==> src/rtl/processor_n_bits_v2.sv <==
// Multicycle bus processor with N-bit datapath: eight registers, A/G accumulator
// pair, one shared bus, eight opcodes including a zero-flag conditional move.
module processor_n_bits_v2 #(
  parameter int N  = 9,
  parameter int IW = 9
) (
  input  logic         clock,
  input  logic         Reset,
  input  logic         Run,
  input  logic [N-1:0] DataIn,
  output logic [N-1:0] Bus_Wires,
  output logic         Done,
  output logic         Zero
);

  localparam logic [1:0] T0 = 2'd0, T1 = 2'd1, T2 = 2'd2, T3 = 2'd3;

  localparam logic [2:0] OP_MV   = 3'b000;
  localparam logic [2:0] OP_MVI  = 3'b001;
  localparam logic [2:0] OP_ADD  = 3'b010;
  localparam logic [2:0] OP_SUB  = 3'b011;
  localparam logic [2:0] OP_AND  = 3'b100;
  localparam logic [2:0] OP_OR   = 3'b101;
  localparam logic [2:0] OP_XOR  = 3'b110;
  localparam logic [2:0] OP_MVNZ = 3'b111;

  logic [1:0]          state, next_state;
  logic [IW-1:0]       ir;
  logic [7:0][N-1:0]   r;
  logic [N-1:0]        a, g, alu;

  logic [2:0] opc, rx, ry;
  logic       sel_din, sel_g, ir_in, a_in, g_in;
  logic [7:0] sel_r, r_in;

  assign opc = ir[8:6];
  assign rx  = ir[5:3];
  assign ry  = ir[2:0];

  always_comb begin
    next_state = state;
    sel_din    = 1'b0;
    sel_g      = 1'b0;
    sel_r      = '0;
    r_in       = '0;
    ir_in      = 1'b0;
    a_in       = 1'b0;
    g_in       = 1'b0;
    Done       = 1'b0;
    case (state)
      T0: if (Run) begin
        ir_in      = 1'b1;
        next_state = T1;
      end
      T1: begin
        case (opc)
          OP_MV: begin
            sel_r[ry] = 1'b1;
            r_in[rx]  = 1'b1;
            Done      = 1'b1;
            next_state = T0;
          end
          OP_MVNZ: begin
            sel_r[ry] = 1'b1;
            r_in[rx]  = ~Zero;
            Done      = 1'b1;
            next_state = T0;
          end
          OP_MVI: begin
            sel_din  = 1'b1;
            r_in[rx] = 1'b1;
            Done     = 1'b1;
            next_state = T0;
          end
          default: begin
            sel_r[rx]  = 1'b1;
            a_in       = 1'b1;
            next_state = T2;
          end
        endcase
      end
      T2: begin
        sel_r[ry]  = 1'b1;
        g_in       = 1'b1;
        next_state = T3;
      end
      default: begin
        sel_g      = 1'b1;
        r_in[rx]   = 1'b1;
        Done       = 1'b1;
        next_state = T0;
      end
    endcase
  end

  // Single-source bus; idle cycles drive zero rather than DataIn.
  always_comb begin
    Bus_Wires = '0;
    if (sel_din)    Bus_Wires = DataIn;
    else if (sel_g) Bus_Wires = g;
    else
      for (int i = 0; i < 8; i++)
        if (sel_r[i]) Bus_Wires = r[i];
  end

  always_comb begin
    case (opc)
      OP_ADD:  alu = a + Bus_Wires;
      OP_SUB:  alu = a - Bus_Wires;
      OP_AND:  alu = a & Bus_Wires;
      OP_OR:   alu = a | Bus_Wires;
      OP_XOR:  alu = a ^ Bus_Wires;
      default: alu = '0;
    endcase
  end

  always_ff @(posedge clock) begin
    if (Reset) begin
      state <= T0;
      ir    <= '0;
      r     <= '0;
      a     <= '0;
      g     <= '0;
      Zero  <= 1'b1;
    end else begin
      state <= next_state;
      if (ir_in) ir <= DataIn[IW-1:0];
      for (int i = 0; i < 8; i++)
        if (r_in[i]) r[i] <= Bus_Wires;
      if (a_in) a <= Bus_Wires;
      if (g_in) begin
        g    <= alu;
        Zero <= (alu == '0);
      end
    end
  end

endmodule
==> config.mk <==
export PLATFORM = sky130hd
export DESIGN_NAME = processor_n_bits_v2
export DESIGN_NICKNAME = d
export VERILOG_FILES = /design/src/rtl/processor_n_bits_v2.sv
export SDC_FILE = /design/constraint.sdc
export NUM_CORES = 1
export LEC_CHECK = 0
export CAP_MARGIN = 20
export CORE_ASPECT_RATIO = 1.2
export CORE_MARGIN = 8
export CORE_UTILIZATION = 35
export DETAILED_ROUTE_END_ITERATION = 12
export DONT_BUFFER_PORTS = 1
export PLACE_DENSITY = 0.56
export SYNTH_ARGS = -nofsm -noshare
export SYNTH_HDL_FRONTEND = slang
export SYNTH_SLANG_ARGS = --single-unit
==> constraint.sdc <==
create_clock -name clock -period 5.75 [get_ports clock]
set_clock_uncertainty 0.15 [all_clocks]
set_input_delay 0 -clock clock [delete_from_list [all_inputs] [get_ports clock]]
set_output_delay 0 -clock clock [all_outputs]
set_load 0.01 [all_outputs]
==> results.yml, run 1 <==
clocking:
  cts_made_buffers: 9
  clkTransAtPathRegs_ps: 70
  clk_latency_ps: 360
  clock-root-buffer: "clkbuf_16"
  tritoncts: "done"
  cts_buffer_depth: 2
  clkSinkCount: 102
  htree_levels: 3
global_routing:
  grt_max_degree: 103
  antenna_found_initial: 0
  met2_usage_pct: 30.5
  grt_use_total_pct: 17.8
  grt_first_pass_wirelength_um: 30600
  use_met3_pct: 3.01
  gr-usage-met1_pct: 21.3
  grt_pass1_vias: 5501
  grt-busiest-layer: "met2"
  grt_overflow: 0
floorplan:
  dieWidth_um: 137
  core_um2: 17400
  io_pins: 23
  row_count: 53
  die-area_um2: 22200
  die-height_um: 162
  start_util_pct: 35.5
sta:
  max_freq_ghz: 0.183
  tightest_slew_ps: 774
  relSlewSlack_pct: 48.4
  tns_ps: 0
  finalHoldViolations: 0
  fin_crit_sh_pct: 94.8
  period_minus_slack_ps: 5450
  setup_viol: 0
  drv_slew: 0
worst_hold_path:
  holdPathStages: 3
  hp-class: "in -> reg"
pwr:
  p_per_area_nw_per_um2: 226
  irDropWorstVdd_v: 0.000134
  power_leakage_nw: 2.50
cells_and_area:
  syn_to_final_growth_pct: 16.0
  fin_util_pct: 41.2
  seq_area_um2: 2040
  stdcell_area_um2: 7170
  nNetsFinal: 799
  fillers: 1758
  drive_above_1_share_pct: 13.8
  antennaDiodeCount: 0
  multi_input_area_um2: 3880
detailed_routing:
  postRouteAntennaNets: 0
  wl_per_cell_um: 20.0
  drt_iter0_markers: 388
  dr.pass1.iters: 5
  drc: 0
  vias: 5650
  vias_per_cell: 5.77
  drt_wl_total_um: 19600
yosys:
  postSynthAreaPerCell_um2: 8.39
  ys_ff_latch: 102
  synth_nets: 780
  synth_async_sr_flop_share_pct: 0
  yosysWarningCount: 0
  synth_ff_type: "dfxtp_1"
  post_synth_num_cell_types: 81
  syn_inst: 736
  synth.cell_area_um2: 6170
  yosysTopAreaCellShare_pct: 33.1
  ys_seq_area_share_pct: 33.1
  synthTopCellsByCount: "122 x nor2_1, 102 x dfxtp_1, 55 x a211oi_1, 44 x nand2_1, 43 x mux2i_1"
  synth_edf_count: 0
  synth_top_area_cell: "dfxtp_1"
  yosysMostFrequentCell: "nor2_1"
  synth_area_leaders: "dfxtp_1 33%, nor2_1 7.4%, mux2i_1 7.0%, a211oi_1 6.7%, ha_1 6.3%"
worst_setup_path:
  regToRegSetupSlack_ps: 300
  r2r_cells: 23
  cp_data_required_time_ps: 5850
  crit_fanout: 9
  critPathArrivalTime_ps: 5550
  start_kind: "register"
  path_class: "reg -> reg"
  crit_path_end_kind: "register"
placement:
  placed_area_um2: 6540
  portBuffers: 0
  place_hpwl_um: 14300
  gp_congestion: 0.896
flow_run:
  maxCapViolations: 0
status:
  status: "finished, final reports clean"
final cells by class:
type / count / area share, %
sequential: 102 / 28.5
multi-input combinational: 544 / 54.1
inverter: 32 / 1.68
clock buffer: 9 / 3.14
clock inverter: 7 / 0.803
tap: 220 / 3.84
timing repair buffer: 66 / 7.89
worst max-delay path: stages (launching register included):
cell and delay (ps):
dfxtp_1 330, inv_1 80, ha_1 200, and4_2 340
or3_1 510, a2bb2oi_2 410, nor3_1 70, or3_1 350
o22a_1 270, inv_1 210, ha_1 190, inv_1 60
fa_1 400, a21o_1 170, a21oi_1 160, nor2b_1 80
o21a_1 180, nor4_1 170, nor3_1 110, xnor2_1 170
xnor2_1 150, xnor2_1 130, nand2_1 90, a221o_1 340
through the flow:
step / hold WS (ps) / worst slack, ps / instances / power, mW
3_3_place_gp: -55.0 / 176 / 938 / 0.995
2_1_floorplan: -14.0 / 328 / 736 / 0.954
5_1_grt: 53.5 / -24.6 / 980 / 1.69
6_report: 60.7 / 300 / 980 / 1.62
4_1_cts: 54.9 / 15.8 / 978 / 1.62
3_5_place_dp: -54.7 / 62.2 / 941 / 0.998
per-layer routing:
| layer | share of wire (%) | vias to the layer above |
|---|---|---|
| met5 | 0 | - |
| met4 | 3.3 | 0 |
| met3 | 5.8 | 43 |
| met2 | 50 | 170 |
| met1 | 41 | 2736 |
| li1 | - | 2701 |
cell families after synthesis:
family          share of synthesized area (%)
flops                                    33.1
xor+xnor                                 2.27
compound gates                           24.7
fa+ha+maj                                6.61
simple gates                             19.7
buf+inv                                  6.12
mux                                      7.52
cell usage in the layout, fill, tap and decap left out, types with 20 or more instances in the layout:
cell type / count
dfxtp_1: 102
ha_1: 28
buf_4: 45
mux2i_1: 43
a211oi_1: 54
inv_1: 32
nand2_1: 44
a21oi_1: 30
dlygate4sd3_1: 20
nor2_1: 122
final timing paths:
path,start,end
max,state[1],Zero
min,DataIn[7],r[34]
max reg2reg,state[1],Zero
min reg2reg,g[4],g[4]
repair_timing:
item	CTS	global route
hold endpoints to repair	102	0
endpoints found under the setup margin	0	3
setup buffers	0	1
hold buffers	21	0
gates resized for setup	0	15
power by group:
part / internal [mW] / switching [mW] / leakage, nW
clock: 0.301 / 0.297 / 0.140
combinational: 0.120 / 0.157 / 1.53
sequential: 0.721 / 0.0212 / 0.824
total: 1.14 / 0.475 / 2.50
sequential cells by signal (all words and copies together) (netlist names):
register / cells
r: 72
a: 9
g: 9
ir: 9
state: 2
Zero: 1
No activity file was read; power rests on OpenSTA's default activity.
==> run 2: changes to the inputs <==
--- a/config.mk
+++ b/config.mk
@@ -11,7 +11,8 @@
 export CORE_UTILIZATION = 35
 export DETAILED_ROUTE_END_ITERATION = 12
 export DONT_BUFFER_PORTS = 1
-export PLACE_DENSITY = 0.56
+export GPL_TIMING_DRIVEN = 0
+export PLACE_DENSITY = 0.6
 export SYNTH_ARGS = -nofsm -noshare
 export SYNTH_HDL_FRONTEND = slang
 export SYNTH_SLANG_ARGS = --single-unit
==> results.yml, run 2 (synthesis results as in run 1) <==
status:
  status: "finished, violations left"
  violations: "setup timing"
detailed_routing:
  postRouteAntennaNets: 0
  vias: 5693
  drt_iter0_markers: 432
  wl_per_cell_um: 19.4
  drc: 0
  dr.pass1.iters: 5
  vias_per_cell: 5.61
  drt_wl_total_um: 19700
placement:
  portBuffers: 0
  place_hpwl_um: 14400
  gp_congestion: 0.911
worst_setup_path:
  path_class: "reg -> reg"
  r2r_end: "Zero"
  regToRegSetupSlack_ps: -20
  critPathLaunch: "state[1]"
  r2r_cells: 27
  critPathArrivalTime_ps: 5870
  crit_fanout: 10
  crit_path_end_kind: "register"
  cp_data_required_time_ps: 5850
  cp-endpoint: "Zero"
  r2r-start: "state[1]"
  start_kind: "register"
clocking:
  cts_buffer_depth: 2
  tritoncts: "done"
  clkTransAtPathRegs_ps: 80
  cts_made_buffers: 9
  clk_latency_ps: 360
  clock-root-buffer: "clkbuf_16"
  htree_levels: 3
  clkSinkCount: 102
sta:
  finalHoldViolations: 0
  timing.hold.ws_ps: 59.4
  setup_viol: 1
  setup_slack_ps: -17.1
  period_minus_slack_ps: 5770
  tightest_slew_ps: 958
  relSlewSlack_pct: 35.7
  rsz0062_at_grt: "yes"
  tns_ps: -17.1
  drv_slew: 0
  max_freq_ghz: 0.173
  fin_crit_sh_pct: 100
pwr:
  intPower_mw: 1.18
  p_switching_mw: 0.522
  pwr-share-comb_pct: 19.1
  power_leakage_nw: 2.57
  p_per_area_nw_per_um2: 227
  p_clk_share_pct: 37.7
  swShare_pct: 30.8
  pwr-share-seq_pct: 43.2
  irDropWorstVdd_v: 0.000143
cells_and_area:
  top_register: "r"
  fin_util_pct: 43.0
  seq_area_um2: 2050
  largest_register_ff_count: 72
  drive_above_1_share_pct: 15.4
  multi_input_area_um2: 3990
  syn_to_final_growth_pct: 21.1
  antennaDiodeCount: 0
  mostFrequentLayoutCells: "117 x nor2_1, 100 x dfxtp_1, 55 x a211oi_1"
  layout_commonest_cell: "nor2_1"
  nNetsFinal: 833
  fillers: 1710
floorplan:
  io_pins: 23
  die-area_um2: 22200
  core_um2: 17400
  start_util_pct: 35.5
  die-height_um: 162
  dieWidth_um: 137
  row_count: 53
global_routing:
  antenna_found_initial: 0
  grt_first_pass_wirelength_um: 30800
  grt_max_degree: 22
  grt_pass1_vias: 5740
  grt_overflow: 0
  grt_use_total_pct: 17.8
worst_hold_path:
  hp-class: "in -> reg"
flow_run:
  maxCapViolations: 0
==> run 2: changes by cell type in the layout (fill, tap and decap cells not counted), moves of 3 or more <==
cell / change
buf_4: -20
clkbuf_1: +33
clkbuf_2: +3
inv_1: -4
buf_1: +4
buf_2: +6
buf_6: +4
buf_8: +3
buf_12: +3
nor2_1: -5
nor2_4: +4
==> run 2: metrics by stage <==
stage / power (mW) / instances / cell area [um2] / setup slack, ps
finish: 1.70 / 1014 / 7480 / -17.1
global route: 1.76 / 1014 / 7480 / -167
CTS: 1.67 / 999 / 7190 / 2.88
detailed placement: 1.01 / 956 / 6450 / -912
global placement: 1.01 / 956 / 6450 / -854
floorplan: 0.954 / 736 / 6170 / 328
==> run 2: critical path, stage by stage, from the launching register on <==
cell and delay [ps]:
dfxtp_4 380, inv_2 60, ha_2 170, buf_6 140
nor4b_4 160, buf_4 170, o311a_4 380, or2_4 280
buf_8 150, a222oi_1 240, nand3_1 170, a21oi_4 220
a2bb2oi_4 190, buf_6 140, clkinvlp_4 150, o31ai_4 250
xnor2_1 110, ha_1 340, a21oi_2 190, nor2b_2 70
o21a_1 230, nor4_2 320, nor3_2 90, xnor2_1 190
xnor2_1 150, xnor2_1 130, nand2_1 110, a221o_1 320
==> run 2: worst min path at each step <==
| stage | startpoint | end | slack, ps | cells after the start |
|---|---|---|---|---|
| CTS | Reset | r[70] | 50 | 2 |
| global route | Reset | r[61] | 80 | 2 |
| global placement | DataIn[2] | ir[2] | -10 | 2 |
| detailed placement | DataIn[5] | ir[5] | -4 | 2 |
| finish | Reset | g[1] | 60 | 2 |
| floorplan | DataIn[5] | ir[5] | -10 | 2 |
==> run 2: power by group through the flow <==
stage | Sequential [mW] | Combinational, mW | Clock [mW]
CTS | 0.734 | 0.298 | 0.643
global placement | 0.750 | 0.263 | 0
global route | 0.736 | 0.348 | 0.676
detailed placement | 0.750 | 0.265 | 0
floorplan | 0.746 | 0.207 | 0
finish | 0.734 | 0.324 | 0.639
==> run 2: metal layers <==
layer	global-route usage, %	share of wire, %	vias up
met3	3.08	4.7	48
met4	9.05	3.9	0
met2	29.3	48	162
met1	21.8	43	2706
met5	0	0	-
li1	-	-	2777
==> run 2: layout make-up <==
type                            count  area share [%]
Buffer                             56            3.92
Clock buffer                        9            3.01
Clock inverter                      7            1.12
Inverter                           32            1.71
Multi-Input combinational cell    543            53.4
Sequential cell                   102            27.4
Tap cell                          220            3.68
Timing Repair Buffer               45            5.74
==> run 2: repair_timing <==
item | in CTS | in global routing
endpoints found under the setup margin | 6 | 3
buffers inserted | 8 | 18
pin swaps | 5 | 21
hold endpoints to repair | 28 | 0
hold buffers | 20 | 0
gates resized for setup | 36 | 41
